--- src/rtl/pattern_scan_ctrl.sv ---
// Word-to-serial scan sequencer with a programmable overlapping Mealy pattern detector.
// One word per WORD_W+1 cycles minimum; in_ready only in WAIT, so stalled words hold history.
module pattern_scan_ctrl #(
  parameter int WORD_W = 8,
  parameter int PAT_W  = 4,
  parameter int CNT_W  = 8
) (
  input  logic              CLK,
  input  logic              RST_N,
  input  logic [PAT_W-1:0]  cfg_pattern,
  input  logic              cfg_load,
  input  logic              start,
  input  logic [7:0]        nwords,
  input  logic [WORD_W-1:0] in_data,
  input  logic              in_valid,
  output logic              in_ready,
  output logic              bit_out,
  output logic              bit_valid,
  output logic              match,
  output logic [CNT_W-1:0]  match_count,
  output logic              busy,
  output logic              done
);

  localparam int IDX_W  = (WORD_W > 2) ? $clog2(WORD_W) : 1;
  localparam int SEEN_W = (PAT_W > 2) ? $clog2(PAT_W) : 1;
  localparam logic [IDX_W-1:0]  LAST_IDX = IDX_W'(WORD_W - 1);
  localparam logic [SEEN_W-1:0] SEEN_MAX = SEEN_W'(PAT_W - 1);
  localparam logic [CNT_W-1:0]  CNT_MAX  = '1;

  typedef enum logic [1:0] {S_IDLE, S_WAIT, S_SHIFT, S_DONE} state_t;

  state_t            state_q;
  logic [PAT_W-1:0]  pat_q;
  logic [PAT_W-2:0]  hist_q, hist_d;
  logic [WORD_W-1:0] shift_q;
  logic [IDX_W-1:0]  idx_q;
  logic [7:0]        words_q;
  logic [SEEN_W-1:0] seen_q, seen_d;
  logic [CNT_W-1:0]  cnt_q, cnt_d;
  logic              in_ready_q, bit_valid_q, busy_q, done_q;
  logic [PAT_W-1:0]  window;

  // The detector window is the last PAT_W-1 bits of the job plus the live bit.
  always_comb begin
    window = {hist_q, shift_q[WORD_W-1]};
    hist_d = window[PAT_W-2:0];
    match  = bit_valid_q && (seen_q == SEEN_MAX) && (window == pat_q);
    seen_d = (seen_q != SEEN_MAX) ? seen_q + 1'b1 : seen_q;
    cnt_d  = (match && (cnt_q != CNT_MAX)) ? cnt_q + 1'b1 : cnt_q;
  end

  always_ff @(posedge CLK or negedge RST_N) begin
    if (!RST_N) begin
      state_q     <= S_IDLE;
      pat_q       <= '0;
      hist_q      <= '0;
      shift_q     <= '0;
      idx_q       <= '0;
      words_q     <= '0;
      seen_q      <= '0;
      cnt_q       <= '0;
      in_ready_q  <= 1'b0;
      bit_valid_q <= 1'b0;
      busy_q      <= 1'b0;
      done_q      <= 1'b0;
    end else begin
      case (state_q)
        S_IDLE: begin
          if (cfg_load) pat_q <= cfg_pattern;
          if (start) begin
            words_q <= nwords;
            hist_q  <= '0;
            seen_q  <= '0;
            cnt_q   <= '0;
            busy_q  <= 1'b1;
            if (nwords == 8'd0) begin
              done_q  <= 1'b1;
              state_q <= S_DONE;
            end else begin
              in_ready_q <= 1'b1;
              state_q    <= S_WAIT;
            end
          end
        end
        S_WAIT: begin
          if (in_valid && in_ready_q) begin
            shift_q     <= in_data;
            words_q     <= words_q - 8'd1;
            idx_q       <= '0;
            in_ready_q  <= 1'b0;
            bit_valid_q <= 1'b1;
            state_q     <= S_SHIFT;
          end
        end
        S_SHIFT: begin
          // Zero-fill keeps bit_out low once the word has drained.
          shift_q <= {shift_q[WORD_W-2:0], 1'b0};
          hist_q  <= hist_d;
          seen_q  <= seen_d;
          cnt_q   <= cnt_d;
          idx_q   <= idx_q + 1'b1;
          if (idx_q == LAST_IDX) begin
            bit_valid_q <= 1'b0;
            if (words_q != 8'd0) begin
              in_ready_q <= 1'b1;
              state_q    <= S_WAIT;
            end else begin
              done_q  <= 1'b1;
              state_q <= S_DONE;
            end
          end
        end
        S_DONE: begin
          done_q  <= 1'b0;
          busy_q  <= 1'b0;
          state_q <= S_IDLE;
        end
        default: state_q <= S_IDLE;
      endcase
    end
  end

  assign in_ready    = in_ready_q;
  assign bit_out     = shift_q[WORD_W-1];
  assign bit_valid   = bit_valid_q;
  assign match_count = cnt_q;
  assign busy        = busy_q;
  assign done        = done_q;

endmodule
--- config.mk ---
export PLATFORM = sky130hd
export DESIGN_NAME = pattern_scan_ctrl
export DESIGN_NICKNAME = d
export VERILOG_FILES = /design/src/rtl/pattern_scan_ctrl.sv
export SDC_FILE = /design/constraint.sdc
export NUM_CORES = 1
export LEC_CHECK = 0
export CORE_UTILIZATION = 52
export DETAILED_ROUTE_END_ITERATION = 7
export PLACE_DENSITY = 0.79
export SETUP_SLACK_MARGIN = 0.1
export SYNTH_ARGS = -nofsm -noshare
export SYNTH_HDL_FRONTEND = slang
export SYNTH_SLANG_ARGS = --single-unit
export TNS_END_PERCENT = 10
--- constraint.sdc ---
create_clock -name CLK -period 2.15 [get_ports CLK]
set_clock_uncertainty 0.1 [all_clocks]
set_input_delay 0.5375 -clock CLK [delete_from_list [all_inputs] [get_ports CLK]]
set_output_delay 0.5375 -clock CLK [all_outputs]
set_load 0.01 [all_outputs]
======== Word level (Yosys, flattened, before mapping) ========
Index checks and enable logic that the tools add are counted.
storage, ports and cells
  bits in registers ....................... 42
  input port bits ......................... 25
  logic and storage cells ................. 94
operators by class
  add/sub/neg operators ................... 4
  equal/unequal tests ..................... 17
  mux-type cells .......................... 37
  reduce and logical (&&, ||, !) cells .... 24
operator list
  kind                                              number
  case mux 8 bit (2 select lines)                   3
  two-way mux 8 bit                                 5
  inequality test 2 bit, second input constant      10
  AND reduction 3 bit                               5
  two-way mux 2 bit                                 7
  two-way mux 1 bit                                 12
  case mux 3 bit (2 select lines)                   2
  adder 8 x 1 -> 8 bit, second input constant       1
  zero test 8 bit                                   1
  inequality test 8 bit, second input constant      1
  case mux 2 bit (4 select lines)                   1
  AND reduction 2 bit                               4
  nonzero test 2 bit                                4
  nonzero test 8 bit                                1
  subtractor 8 x 1 -> 8 bit, second input constant  1
  == test 2 bit, second input constant              3
  two-way mux 3 bit                                 2
  case mux 1 bit (3 select lines)                   2
  AND reduction 6 bit                               1
  nonzero test 3 bit                                2
  AND reduction 5 bit                               1
  == test 4 bit                                     1
  logical AND 1 bit                                 4
  case mux 1 bit (2 select lines)                   2
  6 further kinds                                   6

======== Longest topological paths before layout ========
  word-level depth ........................ 6
  mapped depth ............................ 6

======== Worst setup path after synthesis ========
OpenSTA, ideal clock, no wires.
  path kind ............................... register to register
  start point ............................. reg cnt_q[0], in the netlist match_count[0]
  end point ............................... reg cnt_q[0], in the netlist match_count[0]
  arrival time ............................ 1.798 ns
  slack ................................... 0.127 ns
  cell stages (with the launch flop) ...... 6
  cell sequence ........................... dfrtp_1 -> ha_1 -> and3_1 -> a2111o_1 -> o21a_1 -> mux2_4
on the way
  word-level cells in the longest chain between the ends .. 4
RTL lines
  item                                                                          line  text
  from (decl)                                                                   40    logic [CNT_W-1:0] cnt_q, cnt_d;
  from (signal assigned)                                                        101   cnt_q <= cnt_d;
  parallel branches: the longest is 4 deep, another holds adder 8 x 1 -> 8 bit  -
Several ways; the timed one is not identified. The select of a mux whose other input is x is not followed.
A chain may end at the register's enable or synchronous reset.

======== Worst setup path in the final report ========
Ends and elaborated chain as after synthesis.

==> impl_metrics.csv <==
group,metric,value,unit
final_layout,fillers,330,
worst_setup_path,crit_type,"reg2reg",
clock_network,cts_buffer_depth,2,
logic_synthesis,ys_top_cells_by_area,"dfrtp_1 47%, nand2_1 6.1%, o21ai_0 5.4%",
detailed_routing,drtIter0Drc,112,
outcome,outcome,"finished, final reports clean",
worst_setup_path,start_kind,"flop",
logic_synthesis,synth_common_cells,"42 x dfrtp_1, 36 x nand2_1, 24 x o21ai_0",
worst_setup_path,worstSetupEndpointType,"flop",
logic_synthesis,synth_area,2221,um2
placement,gp_congestion,0.8870,
logic_synthesis,yosysWarnings,0,
final_layout,fin_nets,316,
final_layout,final_layout_size_suffix_gt1_share,14.69,%
clock_network,cts.hold.buffers_added,0,
clock_network,cts_buffers,5,
die,die_width,67.35,um
sta,fin_setup_tns,0,ps
logic_synthesis,yosysMostFrequentCell,"dfrtp_1",
detailed_routing,dr.pass1.iters,4,
sta,worst_slack,96.60,ps
clock_network,h-tree-depth,2,
placement,io_buffers,38,
worst_setup_path,cp.arrival,2140,ps
sta,setup_viol,0,
sta,finalCriticalPeriod,2053,ps
logic_synthesis,yosys.cell_types.count,46,
detailed_routing,routed_wl,4724,um
global_routing,grt-ovfl-total,0,
die,rows,23,
sta,rsz0062_at_grt,"true",
clock_network,insertion_delay,300,ps
sta,finalHoldViolations,0,
logic_synthesis,synth_top_area_share,47.32,%
worst_setup_path,path_cells,"ha_1, and3_4, a2111o_1, o21a_4, mux2_4",
logic_synthesis,synth.avg_cell_area,9.573,um2
die,die_h,67.35,um
sta,period_share,95.51,%
final_layout,synthToLayoutAreaGrowth,27.89,%
worst_setup_path,crit_start,"match_count[0]$_DFFE_PN0P_",
detailed_routing,ant_nets,0,
worst_setup_path,slowest_delay,510,ps
logic_synthesis,async_flop_share,100.0,%
sta,relSlewSlack,65.00,%
final_layout,multiInputGateArea,1116,um2
worst_setup_path,reg2reg_from,"match_count[0]$_DFFE_PN0P_",
detailed_routing,avgRoutedWirePerCell,14.06,um
global_routing,track_usage,24.21,%
global_routing,grt_first_pass_wirelength,8135,um
placement,dp.cells,326,
power,cellLeakagePower,1.247,nW
die,start_util,54.73,%
final_layout,diodes,0,
worst_setup_path,crit_path_max_fanout,6,
final_layout,final_util,70.00,%
sta,drv_slew,0,
logic_synthesis,synth_edf_count,0,
global_routing,grt_pass1_vias,1896,
global_routing,grt_max_degree,43,
sta,worst_slew_pin_slew,525.0,ps
global_routing,antenna_found_initial,0,
final_layout,fin_cells,336,
die,core_area,4058,um2
logic_synthesis,synthCells,232,
power,power.density,1135,nW/um2
power,vdd_drop_max,0.7351,mV
hold_path,hp-class,"in2async",
sta,fmax,487.0,MHz
logic_synthesis,synth_top_cell_by_area,"dfrtp_1",
power,p_total,3.224,mW
clock_network,cts_tree,"built",
worst_setup_path,crit_family,"compound AO/OA/AOI/OAI gates",
detailed_routing,via_count,1921,
detailed_routing,vias_per_cell,5.717,
logic_synthesis,ys_seq_area_share,47.32,%
die,io_pins,39,
worst_setup_path,required,2240,ps
clock_network,cts.clk_slew.worst_paths,80,ps
worst_setup_path,critPathBufInv,0,
run,drv_cap,0,
clock_network,root_buffer,"clkbuf_8",
logic_synthesis,ys.flop_type,"dfrtp_1",
detailed_routing,route.detailed.drc,0,
logic_synthesis,synth_nets,263,
worst_setup_path,critPathSlowestCell,"a2111o_1",
placement,hpwl,3394,um
placement,pre_cts_ws,-42.38,ps
clock_network,clock-sinks,42,
final_layout,seq_area,1051,um2
die,die_area,4536,um2
logic_synthesis,ys_seq_elements,42,
-- layout make-up --
cell class	instances	share of cell area, %
well taps	50	2.203
inverters	8	1.057
clock inverters	2	0.4846
flip-flops and latches	42	37.00
multi-input cells	174	39.30
repair buffers	54	17.40
clock buffers	6	2.555
-- sequential cells by signal, indices dropped and copies added, names as in the netlist, 2 cells and up --
register,flops
pat_q,4
state_q,2
match_count,8
seen_q,2
words_q,8
idx_q,3
hist_q,3
shift_q,8
-- final timing paths --
kind / slack, ps / cells past startpoint / endpoint
min reg2reg: 390 / 2 / shift_q[6]$_DFFE_PN0P_
max in group asynchronous: 1390 / 2 / words_q[2]$_DFFE_PN0P_
max: 100 / 5 / match_count[0]$_DFFE_PN0P_
min: 190 / 2 / match_count[5]$_DFFE_PN0P_
max reg2reg: 100 / 5 / match_count[0]$_DFFE_PN0P_
min in group CLK: 390 / 2 / shift_q[6]$_DFFE_PN0P_
-- power by group --
| group | internal (mW) | leakage [nW] | switching (mW) |
|---|---|---|---|
| registers | 1.07 | 0.530 | 0.223 |
| logic | 0.678 | 0.671 | 0.755 |
| clock network | 0.229 | 0.0452 | 0.272 |
| total | 1.97 | 1.25 | 1.25 |
-- cells by family after synthesis --
| kind of cell | count (synthesis) | synth area share [%] |
|---|---|---|
| and+or+nand+nor | 88 | 19.61 |
| AOI/OAI and AO/OA | 60 | 16.45 |
| DFF | 42 | 47.32 |
| buffers and inverters | 16 | 4.000 |
| muxes | 15 | 7.267 |
| adders and majority gates | 6 | 3.380 |
| xor gates and xnor gates | 5 | 1.972 |
-- metrics by stage --
stage	hold WS, ps	cell area, um2
after floorplan	141.9	2221
after global placement	360.7	2705
after detailed placement	380.1	2705
after CTS	211.6	2805
after global routing	258.4	2840
final	190.0	2840
-- timing repair --
| action | CTS | global route |
|---|---|---|
| gates resized for setup | 6 | 6 |
| endpoints found under the setup margin | 3 | 9 |
| pin swaps | 3 | 3 |
| endpoints found under the hold margin | 0 | 0 |
| buffers inserted | 1 | 1 |
-- per-layer routing --
metal	wire length (um)	part of all wire [%]	GRT usage (%)	vias to the layer above
met5	0	0	0	-
met4	98	2.1	10.64	0
met3	204	4.3	6.250	13
met2	2364	50	43.13	54
met1	2055	44	26.94	914
li1	-	-	-	940
-- placed cells by master, fill, tap and decap left out, types with 5 or more instances in the layout --
cell	synthesis	layout
nor3_1	10	9
o22a_1	5	5
a21oi_1	14	14
clkbuf_8	2	5
ha_1	6	6
nand2_1	36	36
o21ai_0	24	24
nor2_1	8	7
inv_1	8	8
buf_4	0	15
clkdlybuf4s50_1	0	36
dfrtp_1	42	42
mux2_2	5	5
mux2i_1	9	9
nand3_1	15	15
No activity file was read; power rests on OpenSTA's default activity.
